`config.mk`:
```
export PLATFORM = sky130hd
export DESIGN_NAME = instr_exec_reader
export DESIGN_NICKNAME = d
export VERILOG_FILES = /design/src/rtl/instr_register_pkg.sv /design/src/rtl/instr_exec_alu.sv /design/src/rtl/instr_exec_reader.sv
export SDC_FILE = /design/constraint.sdc
export NUM_CORES = 2
export LEC_CHECK = 0
export BUFFER_PORTS_ARGS = -buffer_cell sky130_fd_sc_hd__buf_2
export CAP_MARGIN = 20
export CORE_UTILIZATION = 50
export CTS_CLUSTER_SIZE = 10
export DETAILED_ROUTE_END_ITERATION = 10
export PLACE_DENSITY = 0.75
export SYNTH_ARGS = -nofsm -noshare
export SYNTH_HDL_FRONTEND = slang
export SYNTH_SLANG_ARGS = --single-unit
```
`constraint.sdc`:
```
create_clock -name clk -period 10.4 [get_ports clk]
set_clock_uncertainty 0.05 [all_clocks]
set_input_delay 0.52 -clock clk [delete_from_list [all_inputs] [get_ports clk]]
set_output_delay 0.52 -clock clk [all_outputs]
set_load 0.05 [all_outputs]
```
`src/rtl/instr_register_pkg.sv`:
```
// Shared types for the instruction register and its execute/read side.
package instr_register_pkg;

    localparam int unsigned RESULT_W = 64;

    typedef enum logic [3:0] {
        ZERO,
        PASSA,
        PASSB,
        ADD,
        SUB,
        MULT,
        DIV,
        MOD
    } opcode_t;

    typedef logic signed [31:0] operand_t;

    typedef struct packed {
        opcode_t  opc;
        operand_t op_a;
        operand_t op_b;
    } instruction_t;

    typedef logic signed [RESULT_W-1:0] result_t;

    typedef enum logic [2:0] {
        IDLE,
        FETCH,
        EXEC,
        OUT,
        DONE
    } exec_state_t;

endpackage

```
`src/rtl/instr_exec_alu.sv`:
```
// Combinational executor for one instruction word: {value, err}.
// DIV/MOD are only built when INSTR_EXEC_DIVMOD_EN is defined; otherwise they report err.
module instr_exec_alu
    import instr_register_pkg::*;
#(
    parameter int unsigned RES_W = 64
) (
    input  instruction_t             iw,
    output logic signed [RES_W-1:0]  value,
    output logic                     err
);

    logic signed [RES_W-1:0] a;
    logic signed [RES_W-1:0] b;

    always_comb begin
        a     = RES_W'(iw.op_a);
        b     = RES_W'(iw.op_b);
        value = '0;
        err   = 1'b0;
        case (iw.opc)
            ZERO:  value = '0;
            PASSA: value = a;
            PASSB: value = b;
            ADD:   value = a + b;
            SUB:   value = a - b;
            MULT:  value = a * b;
`ifdef INSTR_EXEC_DIVMOD_EN
            DIV: begin
                if (b == '0) err = 1'b1;
                else         value = a / b;
            end
            MOD: begin
                if (b == '0) err = 1'b1;
                else         value = a % b;
            end
`else
            DIV, MOD: err = 1'b1;
`endif
            // Encodings outside the opcode enumeration.
            default: err = 1'b1;
        endcase
    end

endmodule

```
`src/rtl/instr_exec_reader.sv`:
```
// Walks a block of instr_register locations, executes each word and streams results out.
// Optional divider: INSTR_EXEC_DIVMOD_EN (see instr_exec_alu).
module instr_exec_reader
    import instr_register_pkg::*;
#(
    parameter int unsigned ADDR_W = 5,
    parameter int unsigned RES_W  = 64
) (
    input  logic                     clk,
    input  logic                     reset,
    input  logic                     start,
    input  logic [ADDR_W-1:0]        first_ptr,
    input  logic [ADDR_W:0]          num_instr,
    output logic [ADDR_W-1:0]        read_pointer,
    input  instruction_t             instruction_word,
    output logic                     res_valid,
    input  logic                     res_ready,
    output logic signed [RES_W-1:0]  res_value,
    output opcode_t                  res_opcode,
    output logic [ADDR_W-1:0]        res_addr,
    output logic                     res_err,
    output logic                     busy,
    output logic                     done
);

    localparam logic [ADDR_W:0]   CntOne = {{ADDR_W{1'b0}}, 1'b1};
    localparam logic [ADDR_W-1:0] PtrOne = {{(ADDR_W-1){1'b0}}, 1'b1};

    exec_state_t             state_q, state_d;
    instruction_t            iw_q;
    logic [ADDR_W:0]         remaining_q;
    logic signed [RES_W-1:0] alu_value;
    logic                    alu_err;
    logic                    handshake;

    instr_exec_alu #(
        .RES_W (RES_W)
    ) u_alu (
        .iw    (iw_q),
        .value (alu_value),
        .err   (alu_err)
    );

    assign handshake = res_valid && res_ready;
    assign busy      = (state_q != IDLE);

    always_ff @(posedge clk) begin
        if (reset) state_q <= IDLE;
        else       state_q <= state_d;
    end

    always_comb begin
        state_d = state_q;
        case (state_q)
            IDLE: begin
                if (start) state_d = (num_instr == '0) ? DONE : FETCH;
            end
            FETCH: state_d = EXEC;
            EXEC:  state_d = OUT;
            OUT: begin
                if (handshake) state_d = (remaining_q == CntOne) ? DONE : FETCH;
            end
            DONE:    state_d = IDLE;
            default: state_d = IDLE;
        endcase
    end

    always_ff @(posedge clk) begin
        if (reset) begin
            read_pointer <= '0;
            remaining_q  <= '0;
            iw_q         <= '0;
            res_valid    <= 1'b0;
            res_value    <= '0;
            res_opcode   <= ZERO;
            res_addr     <= '0;
            res_err      <= 1'b0;
            done         <= 1'b0;
        end else begin
            // Registered so the pulse appears the cycle after DONE is entered.
            done <= (state_q == DONE);
            case (state_q)
                IDLE: begin
                    if (start && num_instr != '0) begin
                        read_pointer <= first_ptr;
                        remaining_q  <= num_instr;
                    end
                end
                FETCH: iw_q <= instruction_word;
                EXEC: begin
                    res_value  <= alu_value;
                    res_err    <= alu_err;
                    res_opcode <= iw_q.opc;
                    res_addr   <= read_pointer;
                    res_valid  <= 1'b1;
                end
                OUT: begin
                    if (handshake) begin
                        res_valid   <= 1'b0;
                        remaining_q <= remaining_q - CntOne;
                        if (remaining_q != CntOne) read_pointer <= read_pointer + PtrOne;
                    end
                end
                default: ;
            endcase
        end
    end

endmodule
```
# Yosys cells after proc, flatten, opt, wreduce, memory -nomap -nowiden
# Cells that the tools add are included.
# word_totals
reg_bits	158
inputBits	83
out_inout_bits	82
# op_classes
n_addsub	4
mul	1
n_eq_ne	15
mux	16
reduce_logical	14
# op_table
op	n
$pmux 64 s5	1
$mul 32x32->64	1
$add 32x32->33	1
$sub 32x32->33	1
$mux 5	3
$mux 3	4
$mux 6	2
$pmux 3 s4	1
$pmux 6 s2	1
$pmux 5 s2	1
$eq 4x2->1 const B	2
$eq 4x3->1 const B	2
$ne 2x2->1 const B	4
$eq 3x2->1 const B	2
$eq 6x1->1 const B	1
$logic_not 6->1	1
$ne 6x1->1 const B	1
$reduce_bool 6->1	1
$reduce_or 6->1	1
$sub 6x1->6 const B	1
$add 5x1->5 const B	1
$eq 4x1->1 const B	1
$logic_not 4->1	1
$reduce_and 2->1	2
other kinds (10)	13

# Longest topological paths before layout
# depth
word_depth	4
mapped_depth	30
depth_no_buf	27

# Hierarchy
# A second synthesis with hierarchy kept.
# unflattened
cells_unflattened	5221
area_unflattened_um2	45970.3
# modules_own_cells
module	n_inst	cells_each	area_per_inst_um2
instr_exec_alu	1	4474	40079.7
instr_exec_reader	1	747	5890.6

# Worst setup path after synthesis
# No wires, ideal clock.
# synth_timing
path_kind	flip-flop to flip-flop
startpoint	register iw_q[2] (netlist name)
endpoint	register res_value[61]
setup_time_ns	0.144
arrival_ns	7.633
path_slack_ns	2.573
path_stages_with_launch	28
synth_period_minus_slack_ns	7.827
cell_sequence	dfxtp_1 -> clkbuf_1 -> clkbuf_1 -> nand2_1 -> inv_1 -> fa_1 -> fa_1 -> fa_1 -> fa_1 -> inv_1 -> fa_1 -> inv_1 -> fa_1 -> inv_1 -> fa_1 -> inv_1 -> fa_1 -> ha_1 -> clkbuf_1 -> a21oi_1 -> o21ai_0 -> a21o_1 -> a21oi_1 -> o21ai_0 -> mux2i_1 -> a22o_1 -> a21oi_1 -> o311ai_0
# synth_between
elab_chain_cells	2
word_cells_on_any_way	4
# synth_lines
item	line	text
from (decl)	instr_exec_reader.sv:30	instruction_t iw_q;
from (signal assigned)	instr_exec_reader.sv:89	FETCH: iw_q <= instruction_word;
$mul 32x32->64 (tied with other cells)	instr_exec_alu.sv:27	MULT: value = a * b;
$pmux 64 s5 *	instr_exec_alu.sv:21	case (iw.opc)
to (signal assigned)	instr_exec_reader.sv:91	res_value <= alu_value;
to (decl)	instr_exec_reader.sv:18	output logic signed [RES_W-1:0] res_value,
# Every way passes the cells marked *; elsewhere a longest branch is shown, timed or not.
# A chain may end at the register's enable or synchronous reset.

# Worst setup path after layout
# layout_timing
startpoint	register iw_q[44] (netlist name)
endpoint	register res_value[60]
# The elaborated chain is that of the path after synthesis.

==> flow_summary_export.csv <==
group,metric,value,unit
outcome,outcome,"finished, final reports clean",
place,dp_hpwl,123.7,mm
power,leakage,24.05,nW
layout,drive_above_1_share,6.685,%
logic_synthesis,synth_edf_count,0,
timing,hold_viol,0,
critical_path,cpLargestDelayFamily,"adder cells",
clock_tree,cts_htree_levels,4,
timing,rsz0062_at_grt,"false",
drt,routed-via-count,37182,
power,vdd_ir_drop_max,0.1402,mV
clock_tree,cts_resized,0,
global_route,grt_max_degree,69,
global_route,track_usage,33.95,%
clock_tree,clk_latency,0.46,ns
floorplanning,io_pins,165,
power,p_per_area,106.7,nW/µm²
critical_path,critPathSlowestCell,"dfxtp_1",
clock_tree,post_cts_buffers,0,
global_route,grt_pass1_wl,237.1,mm
critical_path,crit_arrival,9.31,ns
critical_path,worstPathRequired,10.69,ns
critical_path,start_kind,"register",
logic_synthesis,ys_ff_latch,158,
critical_path,r2r-start,"iw_q[44]$_SDFFE_PP0P_",
logic_synthesis,synth_cell_types,79,
global_route,grt_pass1_vias,39362,
floorplanning,die_y,304.7,µm
floorplanning,coreArea,90420,µm²
timing,hold_ws,0.2527,ns
timing,fin_ws,1.383,ns
logic_synthesis,async_reset_ff_share,0,%
floorplanning,initial_core_util,50.68,%
critical_path,crit_path_end_kind,"register",
layout,syn2layout_area_growth,5.638,%
timing,finalSetupViolations,0,
drt,post-route-drc-count,0,
timing,timing.final.crit_share,86.70,%
floorplanning,fp.dieW,304.7,µm
clock_tree,cts.sinks,158,
drt,wl,152.2,mm
timing,tightest_slew,1.084,ns
worst_hold_path,min_to,"iw_q[53]$_SDFFE_PP0P_",
critical_path,path_buf_inv,2,
critical_path,worstReg2RegEnd,"res_value[60]$_SDFFE_PP0P_",
drt,ant_nets,0,
global_route,grt_overflow,0,
clock_tree,cts-root-buf,"clkbuf_16",
job,drv_cap,0,
timing,max_freq,110.9,MHz
logic_synthesis,syn_avg_cell_area,8.848,µm²
clock_tree,clk_pin_slew,0.07,ns
layout,fin_area,48410,µm²
clock_tree,cts_made_buffers,17,
timing,min_period,9.017,ns
place,port_buffers,164,
clock_tree,hold_buffers,0,
critical_path,crit_type,"reg -> reg",
worst_hold_path,worst_hold_startpoint,"instruction_word[53]",
drt,viasPerCell,5.848,
timing,drv_slew,0,
drt,drtIter0Drc,3750,
logic_synthesis,synth_cells,5179,
global_route,antenna_found_initial,12,
place,placed_cell_area,47820,µm²
place,gp_congestion,1.012,
critical_path,worstPathCellList,"buf_4, nand2_1, fa_1, fa_1, fa_1, inv_1, fa_1, fa_1, fa_1, fa_1, fa_1, ha_1, and2_1, nand3_1, a211o_1, a31oi_1, a31oi_1, o21ai_1, a21boi_0, xnor2_1, a221o_1",
worst_hold_path,hold_path.class,"in -> reg",
logic_synthesis,syn-num-nets,6598,
floorplanning,num_rows,110,
critical_path,rr_worst_depth,21,
layout,nNetsFinal,6582,
drt,drtPass1Iterations,7,
logic_synthesis,ys.flop_type,"dfxtp_1",
logic_synthesis,yosysSeqAreaShare,6.903,%
critical_path,cpMostUsedCell,"fa_1",
worst_hold_path,holdPathStages,3,
floorplanning,die_area,92860,µm²
critical_path,cp_slowest_stage_delay,1.01,ns
clock_tree,clockBufferDepth,2,
logic_synthesis,synth_area,45820,µm²
timing,fin_setup_tns,0,ns
drt,wire_per_inst,23.94,µm
clock_tree,cts_tree,"yes",
critical_path,critical_path.max_fanout,20,
logic_synthesis,synth_warnings,0,
critical_path,rrSetupSlack,1.38,ns
place,post-place-ws,1.558,ns
timing,relSlewSlack,27.62,%
## how the worst max path moves through the flow
stage | cells past startpoint | startpoint | endpoint
final | 21 | iw_q[44]$_SDFFE_PP0P_ | res_value[60]$_SDFFE_PP0P_
after global routing | 26 | iw_q[6]$_SDFFE_PP0P_ | res_value[58]$_SDFFE_PP0P_
after CTS | 26 | iw_q[6]$_SDFFE_PP0P_ | res_value[61]$_SDFFE_PP0P_
after detailed placement | 26 | iw_q[6]$_SDFFE_PP0P_ | res_value[61]$_SDFFE_PP0P_
after global placement | 22 | iw_q[51]$_SDFFE_PP0P_ | res_value[58]$_SDFFE_PP0P_
after floorplan | 27 | iw_q[2]$_SDFFE_PP0P_ | res_value[61]$_SDFFE_PP0P_
## metal layers
layer  vias to the layer above  wire (µm)  track usage [%]
met5                         -         19                0
met4                         4       9514            17.99
met3                       419      13630            5.758
met2                      1907      70430            54.13
met1                     19133      58650            44.45
li1                      15719          -                -
## cell usage after synthesis, types with 6 or more instances
library cell     n  area, µm²
o22ai_1          7      43.79
a21oi_1        255       1276
nand2b_1        18      112.6
nand4_1         20      125.1
o21a_1          12      90.09
clkbuf_1       302       1134
nand2_1        737       2766
o211ai_1        17      127.6
xor2_1          23      201.4
and3_1          12      75.07
nand3_1         36      180.2
o21ai_0        107      535.5
dfxtp_1        158       3163
a311oi_1         7      61.31
nor3_1          43      215.2
fa_1          1084      21700
mux2i_1          6      60.06
a221oi_1        19      166.4
a221o_1         20      200.2
a22o_1          10      87.58
ha_1           252       3153
nor3b_1          6      45.04
or2_2            8      50.05
or3_1           11      68.82
xnor2_1         51      446.7
a22oi_1         19      142.6
a211oi_1        10      75.07
a21o_1          39      292.8
o21bai_1        21      157.7
a222oi_1        23      230.2
nor2_1         185      694.4
and2_1         474       2965
o31ai_1         19      142.6
a31oi_1         21      131.4
inv_1         1029       3862
nor2b_1         10      62.56
o221ai_1         7      61.31
## cell type report
class / count / area [µm²]
Fill cell: 8216 / 42020
Multi-Input combinational cell: 3678 / 37640
Inverter: 1032 / 3874
Sequential cell: 158 / 3163
Timing Repair Buffer: 276 / 1689
Tap cell: 1176 / 1471
Clock buffer: 21 / 450.4
Clock inverter: 11 / 106.4
Antenna cell: 6 / 15.01
## flip-flops by register name, indices dropped and copies added (netlist names)
register / cells
done: 1
res_valid: 1
read_pointer: 5
res_err: 1
remaining_q: 6
res_opcode: 4
res_value: 64
state_q: 3
res_addr: 5
iw_q: 68
## kinds of logic after synthesis
logic type	after synthesis	share of synthesized area (%)
XOR/XNOR	74	1.414
flip-flops	158	6.903
AO/OA/AOI/OAI	680	9.816
adder cells (fa/ha/maj)	1336	54.24
AND/OR/NAND/NOR	1580	16.41
buffers and inverters	1343	11.04
multiplexers	8	0.1802
## tightest hold or removal path, stage by stage
cell and delay, ns:
buf_2 0.10, nand2_1 0.05, a21oi_1 0.05
## stage by stage
stage               instances  utilization (%)  total power [mW]
floorplan                5179                -             3.115
global placement         6317            52.85             4.385
detailed placement       6318            52.88             4.422
CTS                      6350            53.50             5.073
global route             6356            53.53             5.505
finish                   6358            53.53             5.166
## where the power goes
part           total [mW]  internal (mW)  switching, mW
registers           0.816          0.661          0.155
logic                3.72           1.21           2.51
clock network       0.629          0.339          0.291
total                5.17           2.21           2.95
## cells in the final DEF, fill, tap and decap left out, types with 18 or more instances in the layout
cell,synthesis,layout
a21oi_1,255,255
nand2b_1,18,18
nand3_1,36,36
nand2_1,737,737
buf_2,3,164
a22oi_1,19,19
a221oi_1,19,19
ha_1,252,252
o21ai_0,107,107
a31oi_1,21,21
nor3_1,43,40
o31ai_1,19,19
nand4_1,20,20
xnor2_1,51,51
nor2_1,185,182
xor2_1,23,23
inv_1,1029,1029
a221o_1,20,20
o21bai_1,21,21
a21o_1,39,39
dfxtp_1,158,158
a222oi_1,23,23
and2_1,474,474
buf_4,0,110
fa_1,1084,1084
No activity file was read; power rests on OpenSTA's default activity.
